File: config.mk
export PLATFORM = sky130hd
export DESIGN_NAME = spi_reg_slave
export DESIGN_NICKNAME = d
export VERILOG_FILES = /design/src/rtl/spi_reg_pkg.sv /design/src/rtl/spi_sync_edge.sv /design/src/rtl/spi_reg_slave.sv
export SDC_FILE = /design/constraint.sdc
export NUM_CORES = 1
export LEC_CHECK = 0
export CORE_ASPECT_RATIO = 0.9
export CORE_MARGIN = 1.5
export CORE_UTILIZATION = 45
export CTS_BUF_LIST = sky130_fd_sc_hd__clkbuf_16
export DETAILED_ROUTE_END_ITERATION = 12
export DONT_BUFFER_PORTS = 1
export HOLD_SLACK_MARGIN = 0.05
export PLACE_DENSITY = 0.66
export SYNTH_ARGS = -nofsm -noshare
export SYNTH_HDL_FRONTEND = slang
export SYNTH_HIERARCHICAL = 1
export SYNTH_SLANG_ARGS = --single-unit
export TNS_END_PERCENT = 20
File: constraint.sdc
create_clock -name clk -period 2.9 [get_ports clk]
set_input_delay 0.29 -clock clk [delete_from_list [all_inputs] [get_ports clk]]
set_output_delay 0.29 -clock clk [all_outputs]
set_load 0.01 [all_outputs]
File: src/rtl/spi_reg_pkg.sv
// Shared definitions for the SPI register slave: frame FSM states and
// the command / header constants decoded from each frame.
package spi_reg_pkg;

  typedef enum logic [2:0] {
    IDLE,
    NUM,
    CMD,
    ADRH,
    ADRL,
    DATA,
    DONE
  } state_e;

  localparam logic [7:0] CMD_WR    = 8'h55;
  localparam logic [7:0] CMD_RD    = 8'hAA;
  localparam logic [7:0] HDR_BYTES = 8'd4;

endpackage

File: src/rtl/spi_sync_edge.sv
// Two-flop synchronizer for an asynchronous SPI line plus rise/fall detect
// on the synchronized copy. Flops reset to the idle line level.
module spi_sync_edge #(
  parameter logic RST_VAL = 1'b1
) (
  input  logic clk,
  input  logic rstb,
  input  logic d_i,
  output logic q_o,
  output logic rise_o,
  output logic fall_o
);

  logic meta_q, sync_q, prev_q;

  always_ff @(posedge clk or negedge rstb) begin
    if (!rstb) begin
      meta_q <= RST_VAL;
      sync_q <= RST_VAL;
      prev_q <= RST_VAL;
    end else begin
      meta_q <= d_i;
      sync_q <= meta_q;
      prev_q <= sync_q;
    end
  end

  assign q_o    = sync_q;
  assign rise_o = sync_q & ~prev_q;
  assign fall_o = ~sync_q & prev_q;

endmodule

File: src/rtl/spi_reg_slave.sv
// SPI mode-3 slave that turns NUM/CMD/ADDR/data frames into single-cycle
// register bus writes and prefetched reads, with address auto-increment.
module spi_reg_slave
  import spi_reg_pkg::*;
#(
  parameter int ADDR_W = 16,
  parameter int DATA_W = 8
) (
  input  logic              clk,
  input  logic              rstb,
  input  logic              scs,
  input  logic              sck,
  input  logic              mosi,
  output logic              miso,
  output logic              miso_oe,
  output logic [ADDR_W-1:0] reg_addr,
  output logic [DATA_W-1:0] reg_wdata,
  output logic              reg_we,
  output logic              reg_re,
  input  logic [DATA_W-1:0] reg_rdata,
  output logic              busy
);

  localparam int BW = $clog2(DATA_W);
  localparam logic [BW-1:0] BIT_LAST = BW'(DATA_W - 1);

  logic scsS, scsRise, scsFall;
  logic sckS, sckRise, sckFall;
  logic mosiM_q, mosiS_q;
  logic unused;

  state_e            state_q;
  logic [BW-1:0]     bitCnt_q;
  logic [DATA_W-1:0] shift_q, tx_q;
  logic [7:0]        num_q, cmd_q, byteCnt_q;
  logic [ADDR_W-1:0] addr_q, reg_addr_q;
  logic [DATA_W-1:0] reg_wdata_q;
  logic              reg_we_q, reg_re_q, rdCap_q, miso_q, oe_q, busy_q;

  logic [DATA_W-1:0] shift_d;
  logic [ADDR_W-1:0] addrShift_d, addrInc_d;
  logic [7:0]        byteCntInc_d, dataLeft_d;
  logic              byteDone_d;

  spi_sync_edge #(.RST_VAL(1'b1)) u_scs_sync (
    .clk(clk), .rstb(rstb), .d_i(scs), .q_o(scsS), .rise_o(scsRise), .fall_o(scsFall)
  );

  spi_sync_edge #(.RST_VAL(1'b1)) u_sck_sync (
    .clk(clk), .rstb(rstb), .d_i(sck), .q_o(sckS), .rise_o(sckRise), .fall_o(sckFall)
  );

  assign unused = ^{scsRise, sckS};

  always_ff @(posedge clk or negedge rstb) begin
    if (!rstb) begin
      mosiM_q <= 1'b1;
      mosiS_q <= 1'b1;
    end else begin
      mosiM_q <= mosi;
      mosiS_q <= mosiM_q;
    end
  end

  always_comb begin
    shift_d      = {shift_q[DATA_W-2:0], mosiS_q};
    addrShift_d  = {addr_q[ADDR_W-DATA_W-1:0], shift_d};
    addrInc_d    = addr_q + 1'b1;
    byteCntInc_d = byteCnt_q + 8'd1;
    dataLeft_d   = num_q - HDR_BYTES;
    byteDone_d   = sckRise && (bitCnt_q == BIT_LAST);
  end

  always_ff @(posedge clk or negedge rstb) begin
    if (!rstb) begin
      state_q     <= IDLE;
      bitCnt_q    <= '0;
      shift_q     <= '0;
      tx_q        <= '0;
      num_q       <= '0;
      cmd_q       <= '0;
      byteCnt_q   <= '0;
      addr_q      <= '0;
      reg_addr_q  <= '0;
      reg_wdata_q <= '0;
      reg_we_q    <= 1'b0;
      reg_re_q    <= 1'b0;
      rdCap_q     <= 1'b0;
      miso_q      <= 1'b0;
      oe_q        <= 1'b0;
      busy_q      <= 1'b0;
    end else begin
      reg_we_q <= 1'b0;
      reg_re_q <= 1'b0;
      rdCap_q  <= reg_re_q;
      // Chip select released: abandon the frame and any partial byte at once.
      if (state_q != IDLE && scsS) begin
        state_q  <= IDLE;
        busy_q   <= 1'b0;
        bitCnt_q <= '0;
        shift_q  <= '0;
        tx_q     <= '0;
        miso_q   <= 1'b0;
        oe_q     <= 1'b0;
      end else if (state_q == IDLE) begin
        if (scsFall) begin
          state_q  <= NUM;
          busy_q   <= 1'b1;
          bitCnt_q <= '0;
          shift_q  <= '0;
        end
      end else begin
        if (sckRise) begin
          shift_q  <= shift_d;
          bitCnt_q <= bitCnt_q + 1'b1;
        end
        if (byteDone_d) begin
          case (state_q)
            NUM: begin
              num_q   <= shift_d[7:0];
              state_q <= CMD;
            end
            CMD: begin
              cmd_q   <= shift_d[7:0];
              state_q <= (num_q < HDR_BYTES) ? DONE : ADRH;
            end
            ADRH: begin
              addr_q  <= addrShift_d;
              state_q <= ADRL;
            end
            ADRL: begin
              addr_q    <= addrShift_d;
              byteCnt_q <= '0;
              if (num_q == HDR_BYTES) begin
                state_q <= DONE;
              end else begin
                state_q <= DATA;
                if (cmd_q == CMD_RD) begin
                  reg_re_q   <= 1'b1;
                  reg_addr_q <= addrShift_d;
                  oe_q       <= 1'b1;
                end
              end
            end
            DATA: begin
              addr_q    <= addrInc_d;
              byteCnt_q <= byteCntInc_d;
              if (cmd_q == CMD_WR) begin
                reg_we_q    <= 1'b1;
                reg_addr_q  <= addr_q;
                reg_wdata_q <= shift_d;
              end
              if (byteCntInc_d == dataLeft_d) begin
                state_q <= DONE;
                oe_q    <= 1'b0;
                miso_q  <= 1'b0;
              end else if (cmd_q == CMD_RD) begin
                reg_re_q   <= 1'b1;
                reg_addr_q <= addrInc_d;
              end
            end
            default: ;
          endcase
        end
        // The first fall of each read byte keeps the freshly loaded MSB on miso.
        if (state_q == DATA && cmd_q == CMD_RD && !byteDone_d) begin
          if (rdCap_q) begin
            tx_q   <= reg_rdata;
            miso_q <= reg_rdata[DATA_W-1];
          end else if (sckFall && bitCnt_q != '0) begin
            tx_q   <= tx_q << 1;
            miso_q <= tx_q[DATA_W-2];
          end
        end
      end
    end
  end

  assign miso      = miso_q;
  assign miso_oe   = oe_q;
  assign reg_addr  = reg_addr_q;
  assign reg_wdata = reg_wdata_q;
  assign reg_we    = reg_we_q;
  assign reg_re    = reg_re_q;
  assign busy      = busy_q;

endmodule

==> results.yml <==
critical_path:
  critical_path.startpoint_type: "register"
  reg2reg_from: "num_q[2]"
  cp_max_fo: 17
  cpMaxStageDelayCell: "dfrtp_1"
  cp_cell_sequence: "inv_1 -> ha_1 -> nor3b_1 -> xnor2_1 -> xnor2_1 -> and2_0 -> a21oi_2 -> buf_4 -> a211o_1 -> o311ai_1"
  cp_common_cell: "xnor2_1"
  critPathLaunch: "num_q[2]"
  critical_path_class: "reg2reg"
  critPathRequiredTime_ns: 3.14
  critical_path.max_stage_delay_ns: 0.44
  crit_buf_inv: 2
  cp_top_family: "compound AO/OA/AOI/OAI gates"
  cp_data_arrival_time_ns: 2.88
  crit_path_end_kind: "register"
placed_design:
  gp_congestion: 0.8912
  placedCellCount: 708
  portBuffers: 0
  place_worst_setup_slack_ns: 0.2867
  dp.final_hpwl_um: 9011
route:
  drc_errors: 0
  drtPass1Iterations: 7
  vias: 4338
  avgRoutedWirePerCell_um: 18.43
  drt-initial-drc-count: 467
  post_drt_via_cell_ratio: 5.951
  antenna_left: 0
  totalWireLength_um: 13440
clock_network:
  clkSinkCount: 98
  clk_path_buf_depth: 2
  cts-hold-fix-buffers: 5
  cts_root_buf: "clkbuf_16"
  cts_tree: "built"
  post_cts_buffers: 0
  clk_pin_slew_worst_paths_ns: 0.07
  insertion_delay_ns: 0.36
  htreeDepth: 3
  cts_inserted_buffers: 9
  post_cts_resized: 0
floorplan:
  die_area_um2: 12590
  dieHeight_um: 106.6
  rows: 37
  num_io_pins: 42
  die_x_um: 118.1
  initial_utilization_pct: 46.55
  core_um2: 11530
sta:
  final_max_slew_viol_count: 0
  min_period_ns: 2.646
  period_share_pct: 91.24
  worst_pin_slew_ns: 0.5553
  rsz0062_at_grt: "false"
  slew_headroom_pct: 62.64
  setup_viol: 0
  hold_viol_final: 0
  tns_ns: 0
  hold_ws_ns: 0.09157
  final.setup_skew_ns: 0.01345
  fmax_mhz: 377.9
  fin_ws_ns: 0.2541
pwr:
  total_power_mw: 2.990
  power_leakage_nw: 2.622
  powerDensity_nw_per_um2: 507.1
  ir_drop_mv: 0.3728
cells_and_area:
  num-nets-final: 590
  drive_above_1_share_pct: 13.09
  num_antenna_cells: 0
  syn2layout_area_growth_pct: 9.862
  instances_no_fill: 729
synthesis:
  synth_nets: 591
  synth_area_per_cell_um2: 9.431
  synth_warnings: 6
  syn_area_um2: 5366
  syn_inst: 569
job:
  drv_cap: 0
outcome:
  status: "completed"
global_routing:
  grt_pass1_vias: 4306
  grt_antenna_before_repair: 0
  grt_pass1_wl_um: 22630
  grt-ovfl-total: 0
  grt_max_degree: 99
  track_usage_pct: 23.01
worst_hold_path:
  hp-class: "in2reg"
  hold_start: "reg_rdata[0]"
[worst reg2reg max path, stage by stage, from the launching register on]
cell and delay (ns):
dfrtp_1 0.44, inv_1 0.08, ha_1 0.24, nor3b_1 0.30
xnor2_1 0.19, xnor2_1 0.08, and2_0 0.25, a21oi_2 0.42
buf_4 0.31, a211o_1 0.14, o311ai_1 0.08
[through the flow]
| step | util [%] | cell area, um2 |
|---|---|---|
| after floorplan | - | 5366 |
| after global placement | 48.20 | 5557 |
| after detailed placement | 48.20 | 5557 |
| after CTS | 51.15 | 5896 |
| after global routing | 51.15 | 5896 |
| final | 51.15 | 5896 |
[final cells by class]
type	instances	area, um2
flip-flops and latches	98	2462
clock buffers	9	225.2
inverters	17	63.81
clock inverters	7	46.29
repair buffers	21	200.2
well taps	156	195.2
multi-input cells	421	2703
fillers	1059	5632
[flip-flops by register name (all words and copies together) (netlist names), 3 cells and up]
| signal | count |
|---|---|
| num_q | 8 |
| tx_q | 7 |
| reg_addr | 16 |
| cmd_q | 8 |
| bitCnt_q | 3 |
| state_q | 3 |
| addr_q | 16 |
| shift_q | 7 |
| byteCnt_q | 8 |
| reg_wdata | 8 |
[power by group]
part	internal (mW)	switching (mW)
logic	0.135	0.260
clock network	0.578	0.535
registers	1.41	0.0739
total	2.12	0.868
[worst paths after layout]
path | end | slack, ns | depth (start not counted)
setup / recovery | reg_addr[15] | 0.25 | 10
hold / removal | tx_q[0] | 0.09 | 2
setup reg to reg | reg_addr[15] | 0.25 | 10
hold reg to reg | u_sck_sync/q_o | 0.36 | 0
max in group asynchronous | mosiM_q | 1.93 | 2
min in group asynchronous | reg_addr[4] | 0.53 | 2
[per-layer routing]
layer | vias up | global-route usage [%] | share of wire, %
li1 | 2029 | - | -
met1 | 2162 | 31.70 | 47
met2 | 134 | 34.30 | 45
met3 | 13 | 8.351 | 7.4
met4 | 0 | 6.272 | 1.3
met5 | - | 0 | 0
[layout by cell type (no fill, tap or decap), drive strengths merged, types with 6 or more instances in the layout]
master / count
dfrtp: 90
mux2i: 19
xor2: 13
inv: 19
o22ai: 10
nor2: 34
and2: 6
a22o: 7
ha: 9
a21oi: 30
dfstp: 8
o311ai: 10
xnor2: 16
buf: 17
mux2: 26
nand2: 79
o21ai: 58
clkbuf: 9
nand3: 29
nor3: 9
and3: 7
Note: power is estimated with default switching activity, not from simulation.
